--- src/rtl/hazard_fwd_unit.sv ---
// hazard_fwd_unit
// ----------------
// Hazard detection and operand-forwarding control for a classic 5-stage
// pipeline. A small shadow copy of the EX, MEM and WB slots (valid, rd,
// reg_write, mem_read) is used to decide whether the instruction in ID may
// enter EX. The unit also registers the ALU operand-mux selects that go with
// that instruction.
//
// Build option:
//   HAZARD_FWD_EN defined   : full forwarding. A stall is raised only for a
//                             load-use hazard (one cycle). The selects are
//                             10 = EX/MEM, 01 = MEM/WB, 00 = regfile.
//   HAZARD_FWD_EN undefined : no forwarding. The selects stay at 00, and ID
//                             stalls while any EX or MEM producer matches.
//
// Ports:
//   clk, rst_n        clock, synchronous active-low reset
//   id_valid          ID holds a real instruction
//   id_rs / id_rt     ID source registers; id_use_rs / id_use_rt qualify them
//   id_rd             ID destination; id_reg_write / id_mem_read qualify it
//   flush             branch taken: discard the ID instruction
//   stall             combinational: hold PC and IF/ID, inject a bubble
//   ex_fwd_a/b        registered operand-mux selects for the EX instruction
//   ex_bubble         EX slot holds no valid instruction
//   stall_cnt         saturating count of stall cycles
module hazard_fwd_unit (
  input  logic        clk,
  input  logic        rst_n,
  input  logic        id_valid,
  input  logic [4:0]  id_rs,
  input  logic [4:0]  id_rt,
  input  logic        id_use_rs,
  input  logic        id_use_rt,
  input  logic [4:0]  id_rd,
  input  logic        id_reg_write,
  input  logic        id_mem_read,
  input  logic        flush,
  output logic        stall,
  output logic [1:0]  ex_fwd_a,
  output logic [1:0]  ex_fwd_b,
  output logic        ex_bubble,
  output logic [15:0] stall_cnt
);

  // Pipeline slot shadow state
  logic       ex_valid_reg, mem_valid_reg, wb_valid_reg;
  logic [4:0] ex_rd_reg, mem_rd_reg, wb_rd_reg;
  logic       ex_rw_reg, mem_rw_reg, wb_rw_reg;
  logic       ex_mr_reg, mem_mr_reg, wb_mr_reg;
  logic [15:0] stall_cnt_reg;

  // Index 0 = rs (operand A), index 1 = rt (operand B)
  logic [4:0] src [2];
  logic [1:0] use_src;
  logic [1:0] ex_hit;
  logic [1:0] mem_hit;
  logic       load_ex;

  assign src[0]  = id_rs;
  assign src[1]  = id_rt;
  assign use_src = {id_use_rt, id_use_rs};

  // Register 0 is hard-wired, so a write to it never creates a dependency.
  genvar gi;
  generate
    for (gi = 0; gi < 2; gi++) begin : g_src
      assign ex_hit[gi]  = ex_valid_reg & ex_rw_reg & (ex_rd_reg == src[gi]) &
                           (ex_rd_reg != 5'd0) & use_src[gi];
      assign mem_hit[gi] = mem_valid_reg & mem_rw_reg & (mem_rd_reg == src[gi]) &
                           (mem_rd_reg != 5'd0) & use_src[gi];
    end
  endgenerate

  // WB matches never matter: the register file writes through, so ID
  // reads the value the WB stage is writing back.
`ifdef HAZARD_FWD_EN
  // Only a load still in EX cannot forward in time. One cycle later it
  // sits in MEM, and the MEM/WB path covers it.
  assign stall = rst_n & id_valid & ~flush & ex_mr_reg & (|ex_hit);
`else
  // With no bypass paths, wait until the producer has reached WB.
  assign stall = rst_n & id_valid & ~flush & ((|ex_hit) | (|mem_hit));
`endif

  assign load_ex = id_valid & ~stall & ~flush;

  always_ff @(posedge clk) begin
    if (!rst_n) begin
      ex_valid_reg  <= 1'b0;
      ex_rd_reg     <= 5'd0;
      ex_rw_reg     <= 1'b0;
      ex_mr_reg     <= 1'b0;
      mem_valid_reg <= 1'b0;
      mem_rd_reg    <= 5'd0;
      mem_rw_reg    <= 1'b0;
      mem_mr_reg    <= 1'b0;
      wb_valid_reg  <= 1'b0;
      wb_rd_reg     <= 5'd0;
      wb_rw_reg     <= 1'b0;
      wb_mr_reg     <= 1'b0;
      stall_cnt_reg <= 16'd0;
    end else begin
      wb_valid_reg  <= mem_valid_reg;
      wb_rd_reg     <= mem_rd_reg;
      wb_rw_reg     <= mem_rw_reg;
      wb_mr_reg     <= mem_mr_reg;
      mem_valid_reg <= ex_valid_reg;
      mem_rd_reg    <= ex_rd_reg;
      mem_rw_reg    <= ex_rw_reg;
      mem_mr_reg    <= ex_mr_reg;
      ex_valid_reg  <= load_ex;
      ex_rd_reg     <= load_ex ? id_rd : 5'd0;
      ex_rw_reg     <= load_ex & id_reg_write;
      ex_mr_reg     <= load_ex & id_mem_read;
      if (stall && (stall_cnt_reg != 16'hFFFF)) begin
        stall_cnt_reg <= stall_cnt_reg + 16'd1;
      end
    end
  end

`ifdef HAZARD_FWD_EN
  logic [1:0] fwd_next [2];
  logic [1:0] fwd_reg  [2];

  generate
    for (gi = 0; gi < 2; gi++) begin : g_fwd
      // The newest producer (EX) wins over the older one (MEM).
      assign fwd_next[gi] = ex_hit[gi]  ? 2'b10 :
                            mem_hit[gi] ? 2'b01 : 2'b00;

      always_ff @(posedge clk) begin
        if (!rst_n) begin
          fwd_reg[gi] <= 2'b00;
        end else begin
          fwd_reg[gi] <= load_ex ? fwd_next[gi] : 2'b00;
        end
      end
    end
  endgenerate

  assign ex_fwd_a = fwd_reg[0];
  assign ex_fwd_b = fwd_reg[1];
`else
  assign ex_fwd_a = 2'b00;
  assign ex_fwd_b = 2'b00;
`endif

  assign ex_bubble = ~ex_valid_reg;
  assign stall_cnt = stall_cnt_reg;

  // The WB slot is kept for pipeline visibility only, and mem_read is not
  // needed past EX. This collects the bits that nothing else reads.
  logic unused_ok;
  assign unused_ok = ^{wb_valid_reg, wb_rd_reg, wb_rw_reg, wb_mr_reg,
                       mem_mr_reg, ex_mr_reg};

endmodule

--- config.mk ---
export PLATFORM = sky130hd
export DESIGN_NAME = hazard_fwd_unit
export DESIGN_NICKNAME = d
export VERILOG_FILES = /design/src/rtl/hazard_fwd_unit.sv
export SDC_FILE = /design/constraint.sdc
export NUM_CORES = 1
export LEC_CHECK = 0
export CELL_PAD_IN_SITES_DETAIL_PLACEMENT = 0
export CELL_PAD_IN_SITES_GLOBAL_PLACEMENT = 1
export CORE_ASPECT_RATIO = 0.9
export CORE_UTILIZATION = 38
export CTS_BUF_LIST = sky130_fd_sc_hd__clkbuf_8 sky130_fd_sc_hd__clkbuf_16
export CTS_CLUSTER_DIAMETER = 60
export DETAILED_ROUTE_END_ITERATION = 10
export PLACE_DENSITY_LB_ADDON = 0.12
export SETUP_SLACK_MARGIN = 0.2
export SLEW_MARGIN = 5
export SYNTH_ARGS = -nofsm -noshare
export SYNTH_HDL_FRONTEND = slang
export SYNTH_SLANG_ARGS = --single-unit
--- constraint.sdc ---
create_clock -name clk -period 2.7 [get_ports clk]
set_input_delay 0.405 -clock clk [delete_from_list [all_inputs] [get_ports clk]]
set_output_delay 0.405 -clock clk [all_outputs]
set_load 0.005 [all_outputs]
==> impl_metrics.tcl <==
set metrics [dict create \
    die_area_um2 4610 \
    port_buffers 39 \
    syn2layout_area_growth_pct 29.1 \
    start_util 0.400 \
    grt_pass1_wl_mm 6.63 \
    power_switching_uw 225 \
    cts.sinks 30 \
    core_area_um2 4130 \
    ios 45 \
    ys_seq_area_frac 0.364 \
    grt_usage 0.191 \
    criticalPathCategory "in -> out" \
    cts_made_buffers 5 \
    finalHoldViolCount 0 \
    holdCritStartpoint "ex_valid_reg" \
    vias_per_cell 5.52 \
    synth_area_leaders "dfxtp_1 36%, xnor2_1 11%, and3_1 4.5%" \
    grt_overflow 0 \
    die_y_um 64.5 \
    num_rows 22 \
    die_w_um 71.5 \
    finalSetupViolCount 0 \
    tritoncts "built" \
    antenna_cells 0 \
    dp_cells 260 \
    skew_ns 0.00577 \
    synth_area_um2 1650 \
    largest_reg_flops 16 \
    worstPathRequired_ns 2.30 \
    dp_hpwl_mm 2.99 \
    path_clk_slew_ns 0.06 \
    synth_top_area_cell "dfxtp_1" \
    final_nets 244 \
    fmax_mhz 425 \
    synth.most_common_cell "dfxtp_1" \
    synth_commonest_cells "30 x dfxtp_1, 20 x xnor2_1, 12 x and3_1, 12 x nand2_1, 11 x a21oi_1" \
    avgRoutedWirePerCell_um 15.3 \
    fin_crit_ns 2.35 \
    stdcell_count 269 \
    internal_power_uw 703 \
    vias 1485 \
    max_cap_violations 0 \
    synth.distinct_cells 37 \
    antenna_found_initial 0 \
    ys_ff_latch 30 \
    p_leak_nw 0.785 \
    clkPwrFrac 0.417 \
    vdd_drop_max_mv 0.279 \
    startpoint "id_rs[0]" \
    outcome "finished clean" \
    p_per_area_nw_per_um2 435 \
    swShare 0.242 \
    start_kind "input port" \
    drc_errors 0 \
    clk_latency_ns 0.29 \
    setup-tns-final_ns 0 \
    p_seq_frac 0.488 \
    worstSetupEndpointType "primary output" \
    routed_wl_mm 4.11 \
    ant_nets 0 \
    p_comb_frac 0.095 \
    grt_pass1_vias 1384 \
    synth_edf_count 0 \
    ys_warn_count 0 \
    fin_crit_sh 0.872 \
    crit_arrival_ns 1.95 \
    async_flop_share 0 \
    clock_path_buffers 2 \
    synthCells 181 \
    cts-root-buf "clkbuf_8" \
    grt_setup_unrepaired "no" \
    cts_hold_buffers 0 \
    syn_avg_cell_area_um2 9.12 \
    cp_max_fo 2 \
    drt_first_pass_iters 4 \
    hp-class "reg -> reg" \
    synth_top_area_share 0.364 \
    synth-main-ff-cell "dfxtp_1" \
    multi_input_area_um2 922 \
    r2r-start "ex_rd_reg[4]" \
    slew_violations 0 \
    h-tree-depth 2 \
    register_area_um2 601 \
    grt_max_degree 21 \
    place_congestion 0.819 \
    n_fill_cell 408 \
    drive_gt1_frac 0.0860 \
    drt_iter0_markers 147 \
]
stage by stage:
step / util / cell area (um^2) / setup WS (ns) / hold WS, ns / total power [mW]
2_1_floorplan: - / 1660 / 0.819 / 0.435 / 0.506
3_3_place_gp: 0.492 / 2030 / 0.0455 / 0.451 / 0.548
3_5_place_dp: 0.492 / 2030 / 0.0624 / 0.452 / 0.550
4_1_cts: 0.516 / 2130 / 0.355 / 0.468 / 0.939
5_1_grt: 0.516 / 2130 / 0.227 / 0.497 / 0.971
6_report: 0.516 / 2130 / 0.346 / 0.471 / 0.928
per-layer routing:
layer	wire, um	share of wire	vias to the layer above	GRT usage
li1	-	-	735	-
met1	1930	0.47	693	0.245
met2	1840	0.45	53	0.301
met3	289	0.070	4	0.0622
met4	46	0.011	0	0.0662
met5	0	0	-	0
layout make-up:
| class | instances | share of cell area |
|---|---|---|
| Clock buffer | 6 | 0.0388 |
| Tap cell | 48 | 0.0282 |
| Timing Repair Buffer | 44 | 0.200 |
| Multi-Input combinational cell | 132 | 0.433 |
| Clock inverter | 2 | 0.00587 |
| Sequential cell | 30 | 0.282 |
| Inverter | 7 | 0.0123 |
timing repair:
item,in CTS,in global routing
hold endpoints to repair,0,0
resized for setup,1,0
setup endpoints to repair,1,0
buffers inserted,1,0
placed cells by master, fill, tap and decap left out, types with 3 or more instances in the layout:
cell / instances
and2_1: 9
conb_1: 4
clkdlybuf4s50_1: 38
clkbuf_8: 6
nand2_1: 12
inv_1: 7
buf_4: 5
o2111ai_1: 5
a21oi_1: 11
or4_1: 4
dfxtp_1: 30
mux2i_1: 4
nand3_1: 8
xnor2_1: 20
or3_1: 3
o31ai_1: 4
a41o_1: 5
nand2b_1: 5
and3_1: 12
nand4_1: 5
cells by family (layout without fill, tap and decap cells):
family                   count (synthesis)  after routing  synth area share
AO/OA/AOI/OAI                           36             36             0.174
flip-flops                              30             30             0.364
buffers and inverters                   22             59            0.0842
XOR/XNOR                                20             20             0.106
AND/OR/NAND/NOR                         67             67             0.237
adder cells (fa/ha/maj)                  1              1           0.00758
multiplexers                             4              4            0.0243
other                                    1              4           0.00227
power by group through the flow:
| stage | clock network [mW] | logic, mW | registers (mW) |
|---|---|---|---|
| after global placement | 0 | 0.0854 | 0.462 |
| after global routing | 0.422 | 0.0952 | 0.453 |
| final | 0.387 | 0.0878 | 0.453 |
| after CTS | 0.398 | 0.0881 | 0.452 |
| after floorplan | 0 | 0.0454 | 0.461 |
| after detailed placement | 0 | 0.0871 | 0.463 |
worst paths after layout:
kind / cells past startpoint / slack, ns / end
max: 7 / 0.35 / stall
min reg2reg: 2 / 0.47 / mem_valid_reg
min: 2 / 0.47 / mem_valid_reg
max reg2reg: 7 / 0.68 / stall_cnt[12]
worst max-delay path: stages:
cell	delay, ns
clkdlybuf4s50_1	0.53
xnor2_1	0.15
nand4_1	0.15
o22ai_2	0.22
a22oi_2	0.10
nor3_1	0.15
dlygate4sd2_1	0.25
Power figures use the tool's default switching activity.
